$ cat config.mk
export PLATFORM = sky130hd
export DESIGN_NAME = peripheral_hub
export DESIGN_NICKNAME = d
export VERILOG_FILES = /design/src/rtl/peripheral_hub_pkg.sv /design/src/rtl/key_fifo.sv /design/src/rtl/peripheral_hub.sv
export SDC_FILE = /design/constraint.sdc
export NUM_CORES = 1
export LEC_CHECK = 0
export CAP_MARGIN = 20
export CORE_UTILIZATION = 46
export DETAILED_ROUTE_END_ITERATION = 8
export PLACE_DENSITY = 0.77
export RECOVER_POWER = 50
export SETUP_SLACK_MARGIN = 0.4
export SLEW_MARGIN = 20
export SYNTH_ARGS = -nofsm -noshare
export SYNTH_HDL_FRONTEND = slang
export SYNTH_SLANG_ARGS = --single-unit
$ cat constraint.sdc
create_clock -name clk -period 2.6 [get_ports clk]
set_clock_uncertainty 0.15 [all_clocks]
set_input_delay 0.39 -clock clk [delete_from_list [all_inputs] [get_ports clk]]
set_output_delay 0.39 -clock clk [all_outputs]
set_load 0.02 [all_outputs]
$ cat src/rtl/peripheral_hub_pkg.sv
// peripheral_hub_pkg
//   Shared constants for the keypad / seven-segment peripheral hub:
//   register word addresses, STATUS and CTRL bit positions, the KEY
//   valid-bit position and the all-segments-off pattern.
package peripheral_hub_pkg;

   // Register word addresses
   localparam int ADDR_KEY    = 0;
   localparam int ADDR_STATUS = 1;
   localparam int ADDR_DSEL   = 2;
   localparam int ADDR_DDATA  = 3;
   localparam int ADDR_DOT    = 4;
   localparam int ADDR_CTRL   = 5;

   // STATUS bit positions
   localparam int STAT_EMPTY     = 0;
   localparam int STAT_FULL      = 1;
   localparam int STAT_OVF       = 2;
   localparam int STAT_IRQ_EN    = 3;
   localparam int STAT_COUNT_LSB = 8;

   // CTRL bit positions
   localparam int CTRL_FLUSH = 0;
   localparam int CTRL_BLANK = 1;

   // KEY read data: set when a code was actually popped
   localparam int KEY_VALID_BIT = 8;

   // Segments are active-low, so all ones turns a digit off
   localparam logic [7:0] SEG_BLANK = 8'hFF;

endpackage

$ cat src/rtl/key_fifo.sv
// key_fifo
//   Small synchronous FIFO buffering keypad events between CPU polls.
//   Read data is combinational from the head entry; the consumer registers it.
//   Ports:
//     clk, rst       clock, synchronous active-high reset
//     push_i/din_i   write an entry (ignored when full unless popping too)
//     pop_i          drop the head entry (ignored when empty)
//     flush_i        empty the FIFO; overrides push and pop
//     dout_o         head entry
//     empty_o/full_o occupancy flags
//     count_o        number of entries, one bit wider than the pointers
module key_fifo #(
   parameter int DEPTH = 8,
   parameter int WIDTH = 4
) (
   input  logic                       clk,
   input  logic                       rst,
   input  logic                       push_i,
   input  logic                       pop_i,
   input  logic                       flush_i,
   input  logic [WIDTH-1:0]           din_i,
   output logic [WIDTH-1:0]           dout_o,
   output logic                       empty_o,
   output logic                       full_o,
   output logic [$clog2(DEPTH):0]     count_o
);

   localparam int AW = $clog2(DEPTH);

   logic [WIDTH-1:0] mem_q [DEPTH];
   logic [AW-1:0]    wr_ptr_q;
   logic [AW-1:0]    rd_ptr_q;
   logic [AW:0]      count_q;
   logic             do_push;
   logic             do_pop;

   assign empty_o = (count_q == '0);
   assign full_o  = (count_q == (AW+1)'(DEPTH));
   assign count_o = count_q;
   assign dout_o  = mem_q[rd_ptr_q];

   // A pop frees a slot in the same cycle, so a full FIFO still accepts
   // a simultaneous push. Flush discards everything, including this cycle.
   assign do_pop  = pop_i & ~empty_o & ~flush_i;
   assign do_push = push_i & ~flush_i & (~full_o | do_pop);

   always_ff @(posedge clk) begin
      if (do_push) begin
         mem_q[wr_ptr_q] <= din_i;
      end
   end

   always_ff @(posedge clk) begin
      if (rst || flush_i) begin
         wr_ptr_q <= '0;
         rd_ptr_q <= '0;
         count_q  <= '0;
      end else begin
         if (do_push) wr_ptr_q <= wr_ptr_q + 1'b1;
         if (do_pop)  rd_ptr_q <= rd_ptr_q + 1'b1;
         count_q <= count_q + {{AW{1'b0}}, do_push} - {{AW{1'b0}}, do_pop};
      end
   end

endmodule

$ cat src/rtl/peripheral_hub.sv
// peripheral_hub
//   Memory-mapped bridge between the CPU data bus, the keypad scanner and a
//   multi-digit seven-segment display. Reads are registered (one cycle).
//   Optional feature macro: PERIPH_IRQ_EN adds the irq output and the
//   STATUS irq_enable bit.
//   Ports:
//     clk, rst              clock, synchronous active-high reset
//     address, din          bus word address and write data
//     writeEnable           one-cycle write strobe
//     readEnable            one-cycle read strobe
//     dout                  registered read data, 0 when no read pending
//     key_valid, key_code   keypad event pulse and code
//     segs                  digit i on [8i+7:8i], active-low
//     dot                   decimal point, active-high
//     irq                   (PERIPH_IRQ_EN only) key available interrupt
module peripheral_hub
   import peripheral_hub_pkg::*;
#(
   parameter int DATA_W     = 32,
   parameter int ADDR_W     = 3,
   parameter int N_DIGITS   = 11,
   parameter int FIFO_DEPTH = 8
) (
   input  logic                  clk,
   input  logic                  rst,
   input  logic [ADDR_W-1:0]     address,
   input  logic [DATA_W-1:0]     din,
   input  logic                  writeEnable,
   input  logic                  readEnable,
   output logic [DATA_W-1:0]     dout,
   input  logic                  key_valid,
   input  logic [3:0]            key_code,
   output logic [8*N_DIGITS-1:0] segs,
   output logic                  dot
`ifdef PERIPH_IRQ_EN
   ,
   output logic                  irq
`endif
);

   localparam int CNT_W  = $clog2(FIFO_DEPTH) + 1;
   localparam int DSEL_W = (N_DIGITS > 1) ? $clog2(N_DIGITS) : 1;

   logic [DATA_W-1:0]     dout_q;
   logic [DATA_W-1:0]     rdata_d;
   logic                  ovf_q;
   logic [DSEL_W-1:0]     dsel_q;
   logic                  dot_q;
   logic                  blank_q;
   logic                  irq_en;
   logic [8*N_DIGITS-1:0] digits_flat;

   logic                  fifo_empty;
   logic                  fifo_full;
   logic [CNT_W-1:0]      fifo_count;
   logic [3:0]            fifo_dout;

   // Address decode and strobes
   logic sel_key, sel_status, sel_dsel, sel_ddata, sel_dot, sel_ctrl;
   assign sel_key    = (address == ADDR_W'(ADDR_KEY));
   assign sel_status = (address == ADDR_W'(ADDR_STATUS));
   assign sel_dsel   = (address == ADDR_W'(ADDR_DSEL));
   assign sel_ddata  = (address == ADDR_W'(ADDR_DDATA));
   assign sel_dot    = (address == ADDR_W'(ADDR_DOT));
   assign sel_ctrl   = (address == ADDR_W'(ADDR_CTRL));

   logic wr_status, wr_dsel, wr_ddata, wr_dot, wr_ctrl, key_pop, flush;
   assign wr_status = writeEnable & sel_status;
   assign wr_dsel   = writeEnable & sel_dsel;
   assign wr_ddata  = writeEnable & sel_ddata;
   assign wr_dot    = writeEnable & sel_dot;
   assign wr_ctrl   = writeEnable & sel_ctrl;
   assign key_pop   = readEnable & sel_key & ~fifo_empty;
   assign flush     = wr_ctrl & din[CTRL_FLUSH];

   // A push is only lost when nothing frees a slot this cycle; a flush
   // drops the event deliberately and is not an overflow.
   logic ovf_set;
   assign ovf_set = key_valid & fifo_full & ~key_pop & ~flush;

   key_fifo #(
      .DEPTH (FIFO_DEPTH),
      .WIDTH (4)
   ) u_key_fifo (
      .clk     (clk),
      .rst     (rst),
      .push_i  (key_valid),
      .pop_i   (key_pop),
      .flush_i (flush),
      .din_i   (key_code),
      .dout_o  (fifo_dout),
      .empty_o (fifo_empty),
      .full_o  (fifo_full),
      .count_o (fifo_count)
   );

   // Digit registers, one per display position
   genvar gi;
   generate
      for (gi = 0; gi < N_DIGITS; gi++) begin : g_digit
         logic [7:0] digit_q;
         always_ff @(posedge clk) begin
            if (rst) begin
               digit_q <= SEG_BLANK;
            end else if (wr_ddata && dsel_q == DSEL_W'(gi)) begin
               digit_q <= din[7:0];
            end
         end
         assign digits_flat[8*gi +: 8] = digit_q;
         assign segs[8*gi +: 8]        = blank_q ? SEG_BLANK : digit_q;
      end
   endgenerate

`ifdef PERIPH_IRQ_EN
   logic irq_en_q;
   logic irq_q;
   always_ff @(posedge clk) begin
      if (rst) begin
         irq_en_q <= 1'b0;
         irq_q    <= 1'b0;
      end else begin
         if (wr_status) irq_en_q <= din[STAT_IRQ_EN];
         irq_q <= irq_en_q & ~fifo_empty;
      end
   end
   assign irq_en = irq_en_q;
   assign irq    = irq_q;
`else
   assign irq_en = 1'b0;
`endif

   // Read mux: samples state before any same-cycle write takes effect
   always_comb begin
      rdata_d = '0;
      if (sel_key) begin
         if (!fifo_empty) begin
            rdata_d[KEY_VALID_BIT] = 1'b1;
            rdata_d[3:0]           = fifo_dout;
         end
      end else if (sel_status) begin
         rdata_d[STAT_EMPTY]                  = fifo_empty;
         rdata_d[STAT_FULL]                   = fifo_full;
         rdata_d[STAT_OVF]                    = ovf_q;
         rdata_d[STAT_IRQ_EN]                 = irq_en;
         rdata_d[STAT_COUNT_LSB +: CNT_W]     = fifo_count;
      end else if (sel_dsel) begin
         rdata_d[DSEL_W-1:0] = dsel_q;
      end else if (sel_ddata) begin
         rdata_d[7:0] = digits_flat[{dsel_q, 3'b000} +: 8];
      end else if (sel_dot) begin
         rdata_d[0] = dot_q;
      end else if (sel_ctrl) begin
         rdata_d[CTRL_BLANK] = blank_q;
      end
   end

   always_ff @(posedge clk) begin
      if (rst) begin
         dout_q  <= '0;
         ovf_q   <= 1'b0;
         dsel_q  <= '0;
         dot_q   <= 1'b0;
         blank_q <= 1'b0;
      end else begin
         dout_q <= readEnable ? rdata_d : '0;

         // A lost event in the same cycle as a clear is still reported
         if (ovf_set) begin
            ovf_q <= 1'b1;
         end else if (wr_status && din[STAT_OVF]) begin
            ovf_q <= 1'b0;
         end

         if (wr_dsel) begin
            dsel_q <= (din >= DATA_W'(N_DIGITS)) ? '0 : din[DSEL_W-1:0];
         end else if (wr_ddata) begin
            dsel_q <= (dsel_q == DSEL_W'(N_DIGITS - 1)) ? '0 : dsel_q + 1'b1;
         end

         if (wr_dot)  dot_q   <= din[0];
         if (wr_ctrl) blank_q <= din[CTRL_BLANK];
      end
   end

   assign dout = dout_q;
   assign dot  = dot_q;

endmodule

# --- Word level (Yosys, flattened, before mapping) ---
# Memory sizes are Yosys's and may differ from the RTL's. A register that Yosys moved wholly into a read port is not among the register bits.
# Index checks and enable logic that the tools add are counted.
op_classes:
  reduce_logical: 21
  add_sub_neg: 5
  order_cmp: 1
  muxes: 33
  eq_ne: 16
  shifts: 1
  bitwise_logic: 23
ops:
  columns: ["cell", "n"]
  rows:
  - ["$mux 8", 11]
  - ["$shiftx 88x8->8", 1]
  - ["$ge 32x4->1 const B", 1]
  - ["$mux 4", 8]
  - ["$eq 4x3->1 const B", 4]
  - ["$eq 4x4->1 const B", 4]
  - ["$and 1x1->1", 15]
  - ["$logic_and 1x1->1", 12]
  - ["$mux 1", 10]
  - ["$eq 4x2->1 const B", 2]
  - ["$logic_not 4->1", 2]
  - ["$not 1->1", 7]
  - ["$add 3x1->3 const B", 2]
  - ["$eq 3x2->1 const B", 2]
  - ["$eq 3x3->1 const B", 2]
  - ["$mux 3", 2]
  - ["$mux 6", 1]
  - ["$reduce_or 6->1", 1]
  - ["$add 4x1->4", 1]
  - ["$add 4x1->4 const B", 1]
  - ["$eq 4x1->1 const B", 1]
  - ["$reduce_bool 2->1", 2]
  - ["$reduce_or 4->1", 1]
  - ["$sub 4x1->4", 1]
  - ["other kinds (6)", 6]
word_totals:
  mem_bits_rw: 32
  reg_bits: 137
  mem_count: 1
  inputBits: 44
  out_inout_bits: 121
  word_cells: 123
mem_list:
  columns: ["memory", "words", "width", "rd", "rd_ports_with_merged_regs", "write_ports", "line_no", "text"]
  rows:
  - ["u_key_fifo.mem_q", 8, 4, 1, 1, 1, "key_fifo.sv:30", "logic [WIDTH-1:0] mem_q [DEPTH];"]

# --- Longest topological paths before layout ---
logic_depth:
  ltp_word: 9
  mapped_depth: 11
  mapped_depth_nobuf: 11

# --- By module ---
# From an unflattened synthesis, not the netlist that was laid out.
unflattened:
  hier_cells: 764
  area_unflattened_um2: 7739.9
modules_own_cells:
  columns: ["module", "n_inst", "seq_area_each_um2", "cells_each", "area_per_inst_um2"]
  rows:
  - ["peripheral_hub", 1, 2142.1, 635, 5765.5]
  - ["key_fifo", 1, 1221.2, 129, 1974.4]

# --- Worst setup path after synthesis ---
# Ideal clock, no wire load.
synth_path:
  path_type: "input port to flip-flop"
  from: "input address[1]"
  to: "register u_key_fifo.count_q[2] (netlist: u_key_fifo.count_o[2])"
  setup_ps: 128
  setup_slack_ps: 93
  n_path_buf: 0
  t_required_ps: 2322
  stages: 9
  t_arrival_ps: 2230
  cell_sequence: "or3_4 nor3_1 ha_1 inv_1 ha_1 inv_1 fa_1 xor2_1 nor2_1"
synth_via:
  elab_chain_cells: 9
  elab_cells_between_ends: 15
  classes_between: "add/sub: 2; eq/ne: 1; bitwise: 10; reduce/logical: 2"
synth_rtl:
  columns: ["element", "line_no", "text"]
  rows:
  - ["start: declaration", "peripheral_hub.sv:26", "input logic [ADDR_W-1:0] address,"]
  - ["$logic_not 3->1 / $eq 3x3->1 (equally long branches)", "peripheral_hub.sv:60, peripheral_hub.sv:65", null]
  - ["$and 1x1->1 (on tied branches)", "peripheral_hub.sv:73, peripheral_hub.sv:72", null]
  - ["$and 1x1->1 (on tied branches)", "peripheral_hub.sv:73, peripheral_hub.sv:74", null]
  - ["$and 1x1->1 / $not 1->1 (equally long branches)", "key_fifo.sv:44, key_fifo.sv:45", null]
  - ["$and 1x1->1", "key_fifo.sv:44", "assign do_pop = pop_i & ~empty_o & ~flush_i;"]
  - ["$or 1x1->1", "key_fifo.sv:45", "assign do_push = push_i & ~flush_i & (~full_o | do_pop);"]
  - ["$and 1x1->1", "key_fifo.sv:45", null]
  - ["$add 4x1->4", "key_fifo.sv:61", "count_q <= count_q + {{AW{1'b0}}, do_push} - {{AW{1'b0}}, do_pop};"]
  - ["$sub 4x1->4", "key_fifo.sv:61", null]
  - ["end signal: assignment", "key_fifo.sv:61", null]
  - ["end: declaration", "key_fifo.sv:33", "logic [AW:0] count_q;"]
# Parallel ways exist; a longest one is shown, timed or not.
# A chain may end at the register's enable or synchronous reset.

# --- Worst setup path after layout ---
layout_path:
  from: "register u_key_fifo.count_q[2] (netlist: u_key_fifo.count_o[2])"
  to: "register u_key_fifo.count_q[1] (netlist: u_key_fifo.count_o[1])"
layout_via:
  elab_chain_cells: 9
  elab_cells_between_ends: 11
  classes_between: "add/sub: 2; eq/ne: 1; bitwise: 7; reduce/logical: 1"
layout_rtl:
  columns: ["element", "line_no", "text"]
  rows:
  - ["$logic_not 4->1", "key_fifo.sv:37", "assign empty_o = (count_q == '0);"]
  - ["$not 1->1", "key_fifo.sv:44, peripheral_hub.sv:73", null]
  - ["$and 1x1->1", "peripheral_hub.sv:73", "assign key_pop = readEnable & sel_key & ~fifo_empty;"]
  - ["$and 1x1->1 (2 in a row)", "key_fifo.sv:44", null]
  - ["$or 1x1->1", "key_fifo.sv:45", null]
  - ["$and 1x1->1", "key_fifo.sv:45", null]
  - ["$add 4x1->4", "key_fifo.sv:61", null]
  - ["$sub 4x1->4 *", "key_fifo.sv:61", null]
# Every way passes the cells marked *; elsewhere a longest branch is shown, timed or not.

==> metrics.md <==
| Metric | Value |
|---|---|
| Slew headroom | `0.495` |
| Xor-xnor portion of the synthesized cell area | `0.00580` |
| Tightest Pin Transition | `around 0.75 ns` |
| Unrepaired setup endpoints after global routing | `yes` |
| Vias per cell | `~5.5` |
| DRC viols | `0` |
| First-pass GRT wire length | `about 32,000 µm` |
| Area Growth Syn to Fin | `29.6%` |
| Setup TNS | `0 ns` |
| Maximum Capacitance Violations | `0` |
| Fin. max-slew vios | `0` |
| CTS tree | `yes` |
| Most frequent cells in the layout | `dfxtp_1 (115), or2_2 (90), nor3_1 (80)` |
| Status | `complete, no violations` |
| Predominant post-synthesis flop cell | `dfxtp_1` |
| FP Rows | `46` |
| Root buffer cell | `clkbuf_16` |
| Simple-Gate Fraction of Synth Area | `0.250` |
| Synth cell types | `58` |
| DR iter-0 viols | `approximately 540` |
| Final Setup Violations | `0` |
| P per Cell Area | `between 600 and 700 mW/mm²` |
| Routed vias | `between 6,000 and 7,000` |
| Internal power | `4.65 mW` |
| GR Util All Layers | `0.251` |
| CORE AREA | `roughly 0.016 mm²` |
| Worst hold path type | `primary input to register` |
| Worst path arrival time | `2.48 ns` |
| Chip Width | `between 100 and 150 µm` |
| Die area | `0.0169 mm²` |
| CP Max Fanout | `5` |
| Post-synth EDFFs | `32` |
| WP data required | `between 2 and 3 ns` |
| Avg WL per Cell | `18.2 µm` |
| Worst Setup Slack, final | `roughly 0.26 ns` |
| Clock sinks | `around 150` |
| Port Buffers | `between 100 and 150` |
| CTS H-tree depth | `4` |
| Detailed Route WL | `20,800 µm` |
| P_sw | `1.49 mW` |
| Synth Cell Area | `roughly 0.0075 mm²` |
| Area of the multi-input gates | `between 0.003 and 0.004 mm²` |
| Comb pwr share | `0.136` |
| Post-synth top area cell | `dfxtp_1` |
| Largest net degree at the start of global routing | `around 110` |
| Antenna diodes | `0` |
| Register area | `approximately 0.0034 mm²` |
| Pre-antenna DRT Iters | `5` |
| Mux contribution to synthesized area | `0.0962` |
| Cells after synthesis | `760` |
| Compound-Gate Fraction of Synth Area | `0.117` |
| Clock tree buffer depth | `2` |
| Peak VDD IR | `0.448 mV` |
| Ratio of cells with drive above 1 in the final layout | `0.297` |
| Worst-path clk slew | `~0.06 ns` |
| Starting Density | `0.473` |
| Mapped Avg Cell Area | `slightly below 10 µm²` |
| Worst setup EP type | `register` |
| Setup Slack @ Placement | `-0.382 ns` |
| Post-DRT Antenna Nets | `0` |
| Gp weighted congestion | `~0.83` |
| Vias in the first global route | `slightly below 6,000` |
| Syn. warnings | `0` |
| Synth Area in Adders | `0.0159` |
| Largest family of logic cells by synthesized area | `simple AND/OR/NAND/NOR gates` |
| Hpwl dp | `~14,000 µm` |
| Fill cells | `roughly 1,300` |
| Min Tclk post-route | `~2.3 ns` |
| Worst Path Class, Setup | `register to register` |
| CP Launch Type | `register` |
| Synth area leaders | `dfxtp_1 (32%), edfxtp_1 (13%), or2_2 (7.5%)` |
| Leading cell type in the layout, fill and taps excluded | `dfxtp_1` |
| Layout Nets | `967` |
| Post-synthesis async set-or-reset flop share | `0` |
| Sequential Power Share | `0.417` |
| Leakage | `3.32 nW` |
| Register area share after synthesis | `0.446` |
| Sw frac | `0.243` |
| IO Pins | `between 150 and 200` |
| Top cell type's share of synthesized area | `0.318` |
| Crit share post-route | `0.899` |
| Total CTS buffers | `17` |
| Number of synthesized register bits | `152` |
| Die Ht | `130 µm` |
| Hold Vio Cnt, Final | `0` |
| Clk_lat worst skew | `roughly 0.43 ns` |
| Fmax | `approximately 430 MHz` |
| Clock power frac | `0.446` |
| Overflow after GRT | `0` |
| Initial antenna violation count | `0` |
## synth_stat cells (4+ instances only)
master    instances
mux2i_1          23
buf_8             4
mux4_2           22
nor2_4            4
edfxtp_1         32
a21oi_1          80
dfxtp_1         120
a211oi_1          9
a211o_1          25
clkbuf_1         31
buf_2            14
nand3_1           5
nor2_1           38
nor3_1           85
buf_4            26
nand2_1          15
o21ai_0           6
inv_1            10
nor4_1            8
ha_1              8
nor2_8            4
nor2b_1          33
or2_2            90
o21a_1            4
nand2b_1          9
## path summary, 6_finish.rpt
kind | from | slack [ns] | cells after the start | end
setup / recovery | u_key_fifo.count_o[2] | 0.26 | 8 | u_key_fifo.count_o[1]
hold / removal | rst | 0.36 | 3 | blank_q
setup reg to reg | u_key_fifo.count_o[2] | 0.26 | 8 | u_key_fifo.count_o[1]
hold reg to reg | g_digit[6].digit_q[5] | 0.38 | 2 | g_digit[6].digit_q[5]
## per-stage QoR
stage | instances | utilization | hold slack, ns | power (mW) | cell area [µm²]
floorplan | 779 | - | 0.296 | 3.06 | 7690
global placement | 1103 | 0.585 | 0.321 | 3.29 | 9330
detailed placement | 1103 | 0.585 | 0.338 | 3.30 | 9330
CTS | 1139 | 0.628 | 0.347 | 6.12 | 10000
global route | 1143 | 0.613 | 0.392 | 6.33 | 9780
finish | 1143 | 0.613 | 0.360 | 6.14 | 9780
## state kept, by name (all words and copies together), names as in the netlist, named ones only
register	cells
blank_q	1
dot	1
dout	12
dsel_q	4
g_digit.digit_q	88
ovf_q	1
u_key_fifo.count_o	4
u_key_fifo.mem_q	32
u_key_fifo.rd_ptr_q	3
u_key_fifo.wr_ptr_q	3
## critical path, stage by stage, from the launching register on
cell	delay [ns]
dfxtp_1	0.35
inv_4	0.05
ha_1	0.22
o311a_1	0.32
and3b_2	0.35
ha_4	0.17
inv_2	0.04
fa_2	0.52
nor2_1	0.04
## power by group through the flow
stage	Clock, mW	Combinational, mW	Sequential (mW)
final	2.74	0.838	2.56
after global routing	2.85	0.908	2.57
after CTS	2.75	0.806	2.56
after detailed placement	0	0.702	2.60
after global placement	0	0.692	2.59
after floorplan	0	0.486	2.57
## routing by layer
layer  wire, µm  global-route usage  share of wire  vias up
li1           -                   -              -     2977
met4        504               0.110          0.024        0
met2       9440               0.379           0.45      293
met5          0                   0              0        -
met3       1530              0.0451          0.074       36
met1       9370               0.352           0.45     3028
## cells by family (layout without fill, tap and decap cells)
kind of cell,Yosys count,count (layout)
AND/OR/NAND/NOR,316,316
flip-flops,152,152
AO/OA/AOI/OAI,141,141
buffers and inverters,91,239
multiplexers,45,45
adder cells (fa/ha/maj),9,9
XOR/XNOR,5,5
other,1,20
## area by class of cell
| class | instances | share of cell area |
|---|---|---|
| repair buffers | 197 | 0.167 |
| flip-flops and latches | 152 | 0.345 |
| inverters | 10 | 0.00409 |
| clock inverters | 9 | 0.0160 |
| well taps | 216 | 0.0276 |
| multi-input cells | 536 | 0.388 |
| clock buffers | 23 | 0.0522 |
## repair_timing
action | in CTS | in global routing
endpoints found under the setup margin | 130 | 97
pin swaps | 7 | 12
cloned | 1 | 0
hold buffers | 0 | 0
hold endpoints to repair | 0 | 0
setup buffers | 3 | 4
gates resized for setup | 115 | 102
Note: power is estimated with default switching activity, not from simulation.
